$ cat config.mk
export PLATFORM = sky130hd
export DESIGN_NAME = seg7_scan_capture_flat
export DESIGN_NICKNAME = d
export VERILOG_FILES = /design/src/rtl/seg7_scan_capture_if.sv /design/src/rtl/seg7_scan_capture.sv /design/src/flat_wrapper.sv
export SDC_FILE = /design/constraint.sdc
export NUM_CORES = 1
export LEC_CHECK = 0
export CAP_MARGIN = 10
export CORE_MARGIN = 4
export CORE_UTILIZATION = 30
export CTS_CLUSTER_DIAMETER = 150
export DETAILED_ROUTE_END_ITERATION = 10
export PLACE_DENSITY_LB_ADDON = 0.25
export SKIP_LAST_GASP = 1
export SLEW_MARGIN = 10
export SYNTH_ARGS = -nofsm -noshare
export SYNTH_HDL_FRONTEND = slang
export SYNTH_SLANG_ARGS = --single-unit
$ cat constraint.sdc
create_clock -name clk -period 3 [get_ports clk]
set_input_delay 0.75 -clock clk [delete_from_list [all_inputs] [get_ports clk]]
set_output_delay 0.75 -clock clk [all_outputs]
set_load 0.05 [all_outputs]
$ cat src/rtl/seg7_scan_capture_if.sv
`default_nettype none
// ============================================================================
// Module      : seg7_scan_capture_if
// Description : Bundle of the multiplexed 7-segment display bus and the
//               capture results produced by seg7_scan_capture.
//               seg/dig  : segment pattern (seg[6]=a .. seg[0]=g) and
//                          one-hot digit strobe driven toward the display
//               num      : captured values, digit i in num[4i+3:4i]
//               digit_valid, cap_valid, cap_idx, cap_num, err, frame_done :
//                          capture status and pulses
//               master   : side that drives the display bus
//               slave    : the capture block
// Revision    : 1.0 - initial release
// ============================================================================
interface seg7_scan_capture_if #(
    parameter int NUM_DIGITS = 4
);
    logic [6:0]              seg;
    logic [NUM_DIGITS-1:0]   dig;
    logic [4*NUM_DIGITS-1:0] num;
    logic [NUM_DIGITS-1:0]   digit_valid;
    logic                    cap_valid;
    logic [2:0]              cap_idx;
    logic [3:0]              cap_num;
    logic                    err;
    logic                    frame_done;

    modport master (
        output seg, dig,
        input  num, digit_valid, cap_valid, cap_idx, cap_num, err, frame_done
    );

    modport slave (
        input  seg, dig,
        output num, digit_valid, cap_valid, cap_idx, cap_num, err, frame_done
    );
endinterface
`default_nettype wire

$ cat src/rtl/seg7_scan_capture.sv
`default_nettype none
// ============================================================================
// Module      : seg7_scan_capture
// Description : Watches a time-multiplexed 7-segment bus, waits for each
//               strobe/pattern pair to be stable for STABLE_CYCLES samples,
//               decodes the pattern back to 0..9 and stores it per digit.
//               Ports : clk, rst (asynchronous, active-high),
//                       bus (seg7_scan_capture_if.slave)
//               Params: NUM_DIGITS (1-8), STABLE_CYCLES (2-255)
//               Macro : SEG7_CAP_SYNC_EN - adds a two-flop synchronizer in
//                       front of the sample register (+2 cycles latency)
// Revision    : 1.0 - initial release
// ============================================================================
module seg7_scan_capture #(
    parameter int NUM_DIGITS    = 4,
    parameter int STABLE_CYCLES = 4
) (
    input wire clk,
    input wire rst,
    seg7_scan_capture_if.slave bus
);
    localparam int         c_sw      = NUM_DIGITS + 7;
    localparam logic [7:0] c_cap_cnt = 8'(STABLE_CYCLES - 1);
    localparam logic [7:0] c_sat_cnt = 8'(STABLE_CYCLES);

    typedef enum logic [1:0] {
        S_IDLE   = 2'd0,
        S_SETTLE = 2'd1,
        S_HOLD   = 2'd2
    } state_t;

    state_t                  r_state, w_state_nxt;
    logic [c_sw-1:0]         w_pins;
    logic [c_sw-1:0]         r_smp;
    logic [7:0]              r_cnt;
    logic                    w_chg;
    logic [NUM_DIGITS-1:0]   w_new_dig;
    logic                    w_new_onehot;
    logic                    w_cap;
    logic [4:0]              w_dec;
    logic [NUM_DIGITS-1:0]   w_smp_dig;
    logic [2:0]              w_idx;
    logic                    w_full;
    logic [4*NUM_DIGITS-1:0] r_num, w_num_nxt;
    logic [NUM_DIGITS-1:0]   r_dv, w_dv_nxt;
    logic [NUM_DIGITS-1:0]   r_mask, w_mask_nxt;
    logic                    r_cap_valid, r_err, r_frame_done;
    logic [2:0]              r_cap_idx;
    logic [3:0]              r_cap_num;

`ifdef SEG7_CAP_SYNC_EN
    logic [c_sw-1:0] r_sync1, r_sync2;
    always_ff @(posedge clk or posedge rst) begin
        if (rst) begin
            r_sync1 <= '0;
            r_sync2 <= '0;
        end else begin
            r_sync1 <= {bus.dig, bus.seg};
            r_sync2 <= r_sync1;
        end
    end
    assign w_pins = r_sync2;
`else
    assign w_pins = {bus.dig, bus.seg};
`endif

    // Comparing the incoming value with the current sample tells us, at the
    // edge itself, whether the sample register is about to change.
    assign w_chg        = (w_pins != r_smp);
    assign w_new_dig    = w_pins[c_sw-1:7];
    assign w_new_onehot = (w_new_dig != '0) && ((w_new_dig & (w_new_dig - 1'b1)) == '0);
    assign w_smp_dig    = r_smp[c_sw-1:7];
    assign w_full       = &r_mask;

    // {legal, value}; exact pattern match only.
    function automatic logic [4:0] f_decode(input logic [6:0] s);
        case (s)
            7'b1111110: f_decode = {1'b1, 4'd0};
            7'b0110000: f_decode = {1'b1, 4'd1};
            7'b1101101: f_decode = {1'b1, 4'd2};
            7'b1111001: f_decode = {1'b1, 4'd3};
            7'b0110011: f_decode = {1'b1, 4'd4};
            7'b1011011: f_decode = {1'b1, 4'd5};
            7'b1011111: f_decode = {1'b1, 4'd6};
            7'b1110000: f_decode = {1'b1, 4'd7};
            7'b1111111: f_decode = {1'b1, 4'd8};
            7'b1110011: f_decode = {1'b1, 4'd9};
            default:    f_decode = 5'd0;
        endcase
    endfunction

    assign w_dec = f_decode(r_smp[6:0]);

    always_comb begin
        w_idx = 3'd0;
        for (int i = 0; i < NUM_DIGITS; i++) begin
            if (w_smp_dig[i]) w_idx = 3'(i);
        end
    end

    always_ff @(posedge clk or posedge rst) begin
        if (rst) r_state <= S_IDLE;
        else     r_state <= w_state_nxt;
    end

    always_comb begin
        w_state_nxt = r_state;
        w_cap       = 1'b0;
        case (r_state)
            S_IDLE: begin
                if (w_chg && w_new_onehot) w_state_nxt = S_SETTLE;
            end
            S_SETTLE: begin
                if (w_chg) begin
                    w_state_nxt = w_new_onehot ? S_SETTLE : S_IDLE;
                end else if (r_cnt == c_cap_cnt) begin
                    // This edge brings the count to STABLE_CYCLES.
                    w_cap       = 1'b1;
                    w_state_nxt = S_HOLD;
                end
            end
            S_HOLD: begin
                if (w_chg) w_state_nxt = w_new_onehot ? S_SETTLE : S_IDLE;
            end
            default: w_state_nxt = S_IDLE;
        endcase
    end

    always_ff @(posedge clk or posedge rst) begin
        if (rst) begin
            r_smp <= '0;
            r_cnt <= 8'd0;
        end else begin
            r_smp <= w_pins;
            if (w_chg || (r_state == S_IDLE)) r_cnt <= 8'd0;
            else if (r_cnt != c_sat_cnt)      r_cnt <= r_cnt + 8'd1;
        end
    end

    // The frame clear is applied first so a capture in the same cycle
    // lands in the new frame.
    always_comb begin
        w_num_nxt  = r_num;
        w_dv_nxt   = r_dv;
        w_mask_nxt = w_full ? '0 : r_mask;
        if (w_cap) begin
            for (int i = 0; i < NUM_DIGITS; i++) begin
                if (w_smp_dig[i]) begin
                    if (w_dec[4]) begin
                        w_num_nxt[i*4 +: 4] = w_dec[3:0];
                        w_dv_nxt[i]         = 1'b1;
                        w_mask_nxt[i]       = 1'b1;
                    end else begin
                        w_dv_nxt[i]         = 1'b0;
                        w_mask_nxt[i]       = 1'b0;
                    end
                end
            end
        end
    end

    always_ff @(posedge clk or posedge rst) begin
        if (rst) begin
            r_num        <= '0;
            r_dv         <= '0;
            r_mask       <= '0;
            r_cap_valid  <= 1'b0;
            r_err        <= 1'b0;
            r_frame_done <= 1'b0;
            r_cap_idx    <= 3'd0;
            r_cap_num    <= 4'd0;
        end else begin
            r_num        <= w_num_nxt;
            r_dv         <= w_dv_nxt;
            r_mask       <= w_mask_nxt;
            r_cap_valid  <= w_cap && w_dec[4];
            r_err        <= w_cap && !w_dec[4];
            r_frame_done <= w_full;
            if (w_cap) begin
                r_cap_idx <= w_idx;
                if (w_dec[4]) r_cap_num <= w_dec[3:0];
            end
        end
    end

    assign bus.num         = r_num;
    assign bus.digit_valid = r_dv;
    assign bus.cap_valid   = r_cap_valid;
    assign bus.cap_idx     = r_cap_idx;
    assign bus.cap_num     = r_cap_num;
    assign bus.err         = r_err;
    assign bus.frame_done  = r_frame_done;
endmodule
`default_nettype wire

$ cat src/flat_wrapper.sv
// flat-port wrapper written by rule: the top's interface ports become plain ports
module seg7_scan_capture_flat 
#(
    parameter int NUM_DIGITS    = 4,
    parameter int STABLE_CYCLES = 4
)
  (clk, rst, bus_seg, bus_dig, bus_num, bus_digit_valid, bus_cap_valid, bus_cap_idx, bus_cap_num, bus_err, bus_frame_done);
  seg7_scan_capture_if #(.NUM_DIGITS(NUM_DIGITS)) bus_i ();
  input wire clk;
  input wire rst;
  input wire logic [$bits(bus_i.seg)-1:0] bus_seg;
  input wire logic [$bits(bus_i.dig)-1:0] bus_dig;
  output wire logic [$bits(bus_i.num)-1:0] bus_num;
  output wire logic [$bits(bus_i.digit_valid)-1:0] bus_digit_valid;
  output wire logic [$bits(bus_i.cap_valid)-1:0] bus_cap_valid;
  output wire logic [$bits(bus_i.cap_idx)-1:0] bus_cap_idx;
  output wire logic [$bits(bus_i.cap_num)-1:0] bus_cap_num;
  output wire logic [$bits(bus_i.err)-1:0] bus_err;
  output wire logic [$bits(bus_i.frame_done)-1:0] bus_frame_done;
  assign bus_i.seg = bus_seg;
  assign bus_i.dig = bus_dig;
  assign bus_num = bus_i.num;
  assign bus_digit_valid = bus_i.digit_valid;
  assign bus_cap_valid = bus_i.cap_valid;
  assign bus_cap_idx = bus_i.cap_idx;
  assign bus_cap_num = bus_i.cap_num;
  assign bus_err = bus_i.err;
  assign bus_frame_done = bus_i.frame_done;
  seg7_scan_capture #(.NUM_DIGITS(NUM_DIGITS), .STABLE_CYCLES(STABLE_CYCLES)) u_core (.clk(clk), .rst(rst), .bus(bus_i));
endmodule
Word-level counts from Yosys, hierarchy flattened
Index checks and enable logic that the tools add are counted.
{"block": "totals", "output_inout_bits": 30, "register_bits": 55, "inputBits": 13}
{"block": "classes", "eq_ne": 18, "n_reduce_logical": 21, "bitwise": 1, "muxes": 22, "add_sub_neg": 2}
{"op": "$eq A7 B7 Y1 const B", "n": 8}
{"op": "$pmux W5 S10", "n": 1}
{"op": "$mux W8", "n": 2}
{"op": "$reduce_and A3 Y1", "n": 5}
{"op": "$eq A7 B6 Y1 const B", "n": 2}
{"op": "$mux W2", "n": 6}
{"op": "$ne A11 B11 Y1", "n": 1}
{"op": "$mux W1", "n": 10}
{"op": "$reduce_and A2 Y1", "n": 5}
{"op": "$add A8 B1 Y8 const B", "n": 1}
{"op": "$eq A8 B2 Y1 const B", "n": 1}
{"op": "$mux W4", "n": 2}
{"op": "$ne A8 B3 Y1 const B", "n": 1}
{"op": "$pmux W2 S3", "n": 1}
{"op": "$and A4 B4 Y4", "n": 1}
{"op": "$logic_and A1 B1 Y1", "n": 4}
{"op": "$logic_not A4 Y1", "n": 1}
{"op": "$ne A2 B1 Y1 const B", "n": 2}
{"op": "$reduce_and A4 Y1", "n": 1}
{"op": "$reduce_bool A4 Y1", "n": 1}
{"op": "$sub A4 B1 Y4 const B", "n": 1}
{"op": "$ne A3 B1 Y1 const B", "n": 1}
{"op": "$eq A2 B1 Y1 const B", "n": 1}
{"op": "$eq A2 B2 Y1 const B", "n": 1}
{"op": "4 further kinds", "n": 4}

Depth between registers and ports, before layout
{"block": "logic_depth", "word_depth": 7, "mapped_depth": 7, "depth_no_buf": 7}

Worst setup path after synthesis
No wires, ideal clock.
{"block": "synth_path", "path_type": "input to register", "from": "input bus_seg[2]", "to": "register u_core.r_num[4] (netlist: u_core.bus.num[4])", "stages": 6, "arrival_ns": 2.149, "slack_ns": 0.726, "path_buffers": 1, "cell_sequence": "xor2_1 > nor4_1 > and4_4 > buf_12 > o211ai_4 > mux2_4"}
{"block": "synth_between", "elab_chain_cells": 4}
{"item": "start: declaration", "line_no": "flat_wrapper.sv:11", "text": "input wire logic [$bits(bus_i.seg)-1:0] bus_seg;"}
{"item": "$ne A11 B11 Y1", "line_no": "seg7_scan_capture.sv:69", "text": "assign w_chg = (w_pins != r_smp);"}
{"item": "$mux W1", "line_no": "seg7_scan_capture.sv:114", "text": "if (w_chg) begin"}
{"item": "$mux W1", "line_no": "seg7_scan_capture.sv:109", "text": "case (r_state)"}
{"item": "$reduce_and A3 Y1 (no source line)"}
{"item": "end signal: assignment", "line_no": "seg7_scan_capture.sv:173", "text": "r_num <= w_num_nxt;"}
{"item": "end: declaration", "line_no": "seg7_scan_capture.sv:44", "text": "logic [4*NUM_DIGITS-1:0] r_num, w_num_nxt;"}
No other way between the ends.
A chain may end at the register's enable or synchronous reset.

Final worst setup path
{"block": "layout_path", "from": "input bus_dig[3]", "to": "register u_core.r_num[11] (netlist: u_core.bus.num[11])"}
{"block": "layout_between", "elab_chain_cells": 4}
{"item": "start: declaration", "line_no": "flat_wrapper.sv:12", "text": "input wire logic [$bits(bus_i.dig)-1:0] bus_dig;"}
{"item": "$ne A11 B11 Y1", "line_no": "seg7_scan_capture.sv:69"}
{"item": "$mux W1", "line_no": "seg7_scan_capture.sv:114"}
{"item": "$mux W1", "line_no": "seg7_scan_capture.sv:109"}
{"item": "$reduce_and A3 Y1 (no source line)"}
No other way between the ends.

==> metrics <==
Seq cells post-synth=54; Critical Path RT=3.20 ns; Port Buffer Count=41; outcome=finished clean; DRT Pass-1 Iters=4; P&R area growth vs syn=25.1%; Placer Congestion=0.774; Min Clock Period, post-route=2.59 ns; Avg WL per Cell=14.9 µm; LEAKAGE=1.40 nW; clk_lat worst skew=0.30 ns; largest net degree at the start of global routing=36; buffer count from post-CTS setup fixing=0; Worst-Margin Slew=0.612 ns; total grt overflow=0; RSZ-0062 raised after global routing=false; clk_skew=0.00880 ns; H-tree levels=2; final instance area=3150 µm²; Post-synth EDFFs=0; top post-synthesis cells by area=dfrtp_1 54%, xor2_1 5.2%, mux2_2 3.1%, nand2_1 2.2%, o2bb2ai_1 2.1%; initial antenna violation count=0; Post-Syn Area=2510 µm²; TritonCTS Sinks=54; Die W=99.5 µm; clock share of power=33.1%; share of layout cells above drive strength 1=15.9%; P_sw=293 µW; global-route wire length before repair=9.30 mm; Int Power=962 µW; routed vias/inst=4.72; Distinct cells, synth=53; count leader, synth=dfrtp_1; leading area contributor after synthesis=dfrtp_1; core area=8180 µm²; WP data arrival=2.79 ns; CTS Hold Buffers Added=0; Seq pwr share=60.1%; post-synth net total=233; row count=33; switching share of total power=23.3%; Worst path slowest cell=clkdlybuf4s50_1; endpoint class of the critical path=flop; cts repair resizes=0; height of the chip=99.5 µm; Setup TNS=0 ns; CTS tree=yes; Initial Util=30.7%; GR Util All Layers=11.8%; P per Cell Area=399 nW/µm²; Post-Layout Cell Count=369; CP Cell Sequence=clkdlybuf4s50_1, xor2_1, nor4_1, and4_4, o211ai_2, mux2_2; CTS root buf=clkbuf_8; First DRT Iteration DRCs=47; Synth top area share=53.8%; via count=1741; Place WS=0.0810 ns; nets=278; Period Utilization, post-route=86.5%; Startpoint Class=input pin; Synth Warn #=0; placed cell count=361; Commonest cells post-synth=54 x dfrtp_1, 15 x nand2_1, 15 x xor2_1; HPWL Detailed=4.06 mm; hold slack=0.500 ns; max frequency=385 MHz; vias in the first global route=1807; reg-to-reg slack, setup=0.57 ns; # setup viols final=0; clk buf depth=2; hold crit path type=reg2reg; I/O Pins=43; number of hold violations in the final report=0; fin worst setup slack=0.406 ns; Die Area=9910 µm²; largest stage delay on the critical path=0.45 ns; Total Wirelength=5.49 mm; CTS clock-pin slew for the worst setup and hold paths=0.10 ns; maximum vdd drop=0.170 mV; register area share after synthesis=53.8%; CTS Buf Count=5; relative slew slack=59.2%; post-route antenna net violation count=0; Avg Synthesized Cell Area=11.5 µm²; Final Max Tran Viols=0; Post-DP Area=3050 µm²; main flop type after synthesis=dfrtp_1; max capacitance violation total=0; Pwr Total=1.25 mW; Setup CP Type=in2reg; Async SR Flop Fraction=100%; CP Max Fanout=14; Cells after Synth=218; fin util=38.5%; Remaining DRCs=0; combinational share of power=6.8%; Diodes inserted=0
[power by group through the flow]
| stage | clock (mW) | sequential (mW) | combinational [mW] |
|---|---|---|---|
| 2_1_floorplan | 0 | 0.757 | 0.0569 |
| 3_3_place_gp | 0 | 0.769 | 0.0865 |
| 3_5_place_dp | 0 | 0.769 | 0.0867 |
| 4_1_cts | 0.431 | 0.755 | 0.0875 |
| 5_1_grt | 0.462 | 0.757 | 0.0964 |
| 6_report | 0.416 | 0.754 | 0.0849 |
[flip-flops by register name, indices dropped and copies added (netlist names)]
name	cells
u_core.bus.cap_idx	2
u_core.bus.digit_valid	4
u_core.bus.cap_num	4
u_core.bus.err	1
u_core.r_mask	4
u_core.r_state	2
u_core.r_smp	11
u_core.bus.cap_valid	1
u_core.r_cnt	8
u_core.bus.frame_done	1
u_core.bus.num	16
[layer usage]
metal,up-vias,share of wire [%],global-route usage (%)
li1,863,-,-
met1,843,49,16.9
met2,29,47,18.3
met3,6,2.9,2.24
met4,0,1.4,3.15
met5,-,0,0
[worst max-delay path: cells and delay by family]
| kind | cells | cell delay (ns) |
|---|---|---|
| compound gates | 1 | 0.21 |
| simple gates | 2 | 0.89 |
| mux | 1 | 0.31 |
| buf+inv | 1 | 0.45 |
| xor+xnor | 1 | 0.18 |
[logic make-up after synthesis]
group,share of synthesized area (%)
AND/OR/NAND/NOR,14.3
XOR/XNOR,6.97
adder cells (fa/ha/maj),0.995
multiplexers,5.92
buffers and inverters,3.68
other,0.149
AO/OA/AOI/OAI,14.2
flip-flops,53.8
[layout make-up]
class | count | area, µm²
Multi-Input combinational cell | 145 | 1070
Clock buffer | 7 | 86.3
Sequential cell | 54 | 1350
Tap cell | 105 | 131
Fill cell | 824 | 5030
Inverter | 11 | 41.3
Clock inverter | 1 | 5.00
Timing Repair Buffer | 46 | 460
[cell usage in the layout, fill, tap and decap left out, types with 4 or more instances in the layout]
cell type / netlist / final
a21oi_1: 4 / 4
buf_4: 1 / 4
clkbuf_8: 0 / 6
clkdlybuf4s50_1: 0 / 41
dfrtp_1: 54 / 54
inv_1: 11 / 10
mux2_2: 7 / 7
mux2i_1: 4 / 4
nand2_1: 15 / 15
nand3_1: 6 / 6
nor2_1: 13 / 13
nor3_1: 6 / 6
o21ai_0: 10 / 10
o2bb2ai_1: 6 / 6
xnor2_1: 5 / 5
xor2_1: 15 / 15
[path summary, 6_finish.rpt]
| check | startpoint | end | depth (start not counted) |
|---|---|---|---|
| hold / removal | u_core.bus.digit_valid[1] | u_core.bus.digit_valid[1] | 1 |
| setup reg to reg | u_core.r_cnt[0] | u_core.bus.num[11] | 6 |
| hold reg to reg | u_core.bus.digit_valid[1] | u_core.bus.digit_valid[1] | 1 |
| max in group asynchronous | rst | u_core.r_cnt[2] | 3 |
| min in group asynchronous | rst | u_core.bus.num[12] | 2 |
| setup / recovery | bus_dig[3] | u_core.bus.num[11] | 6 |
Note: power is estimated with default switching activity, not from simulation.
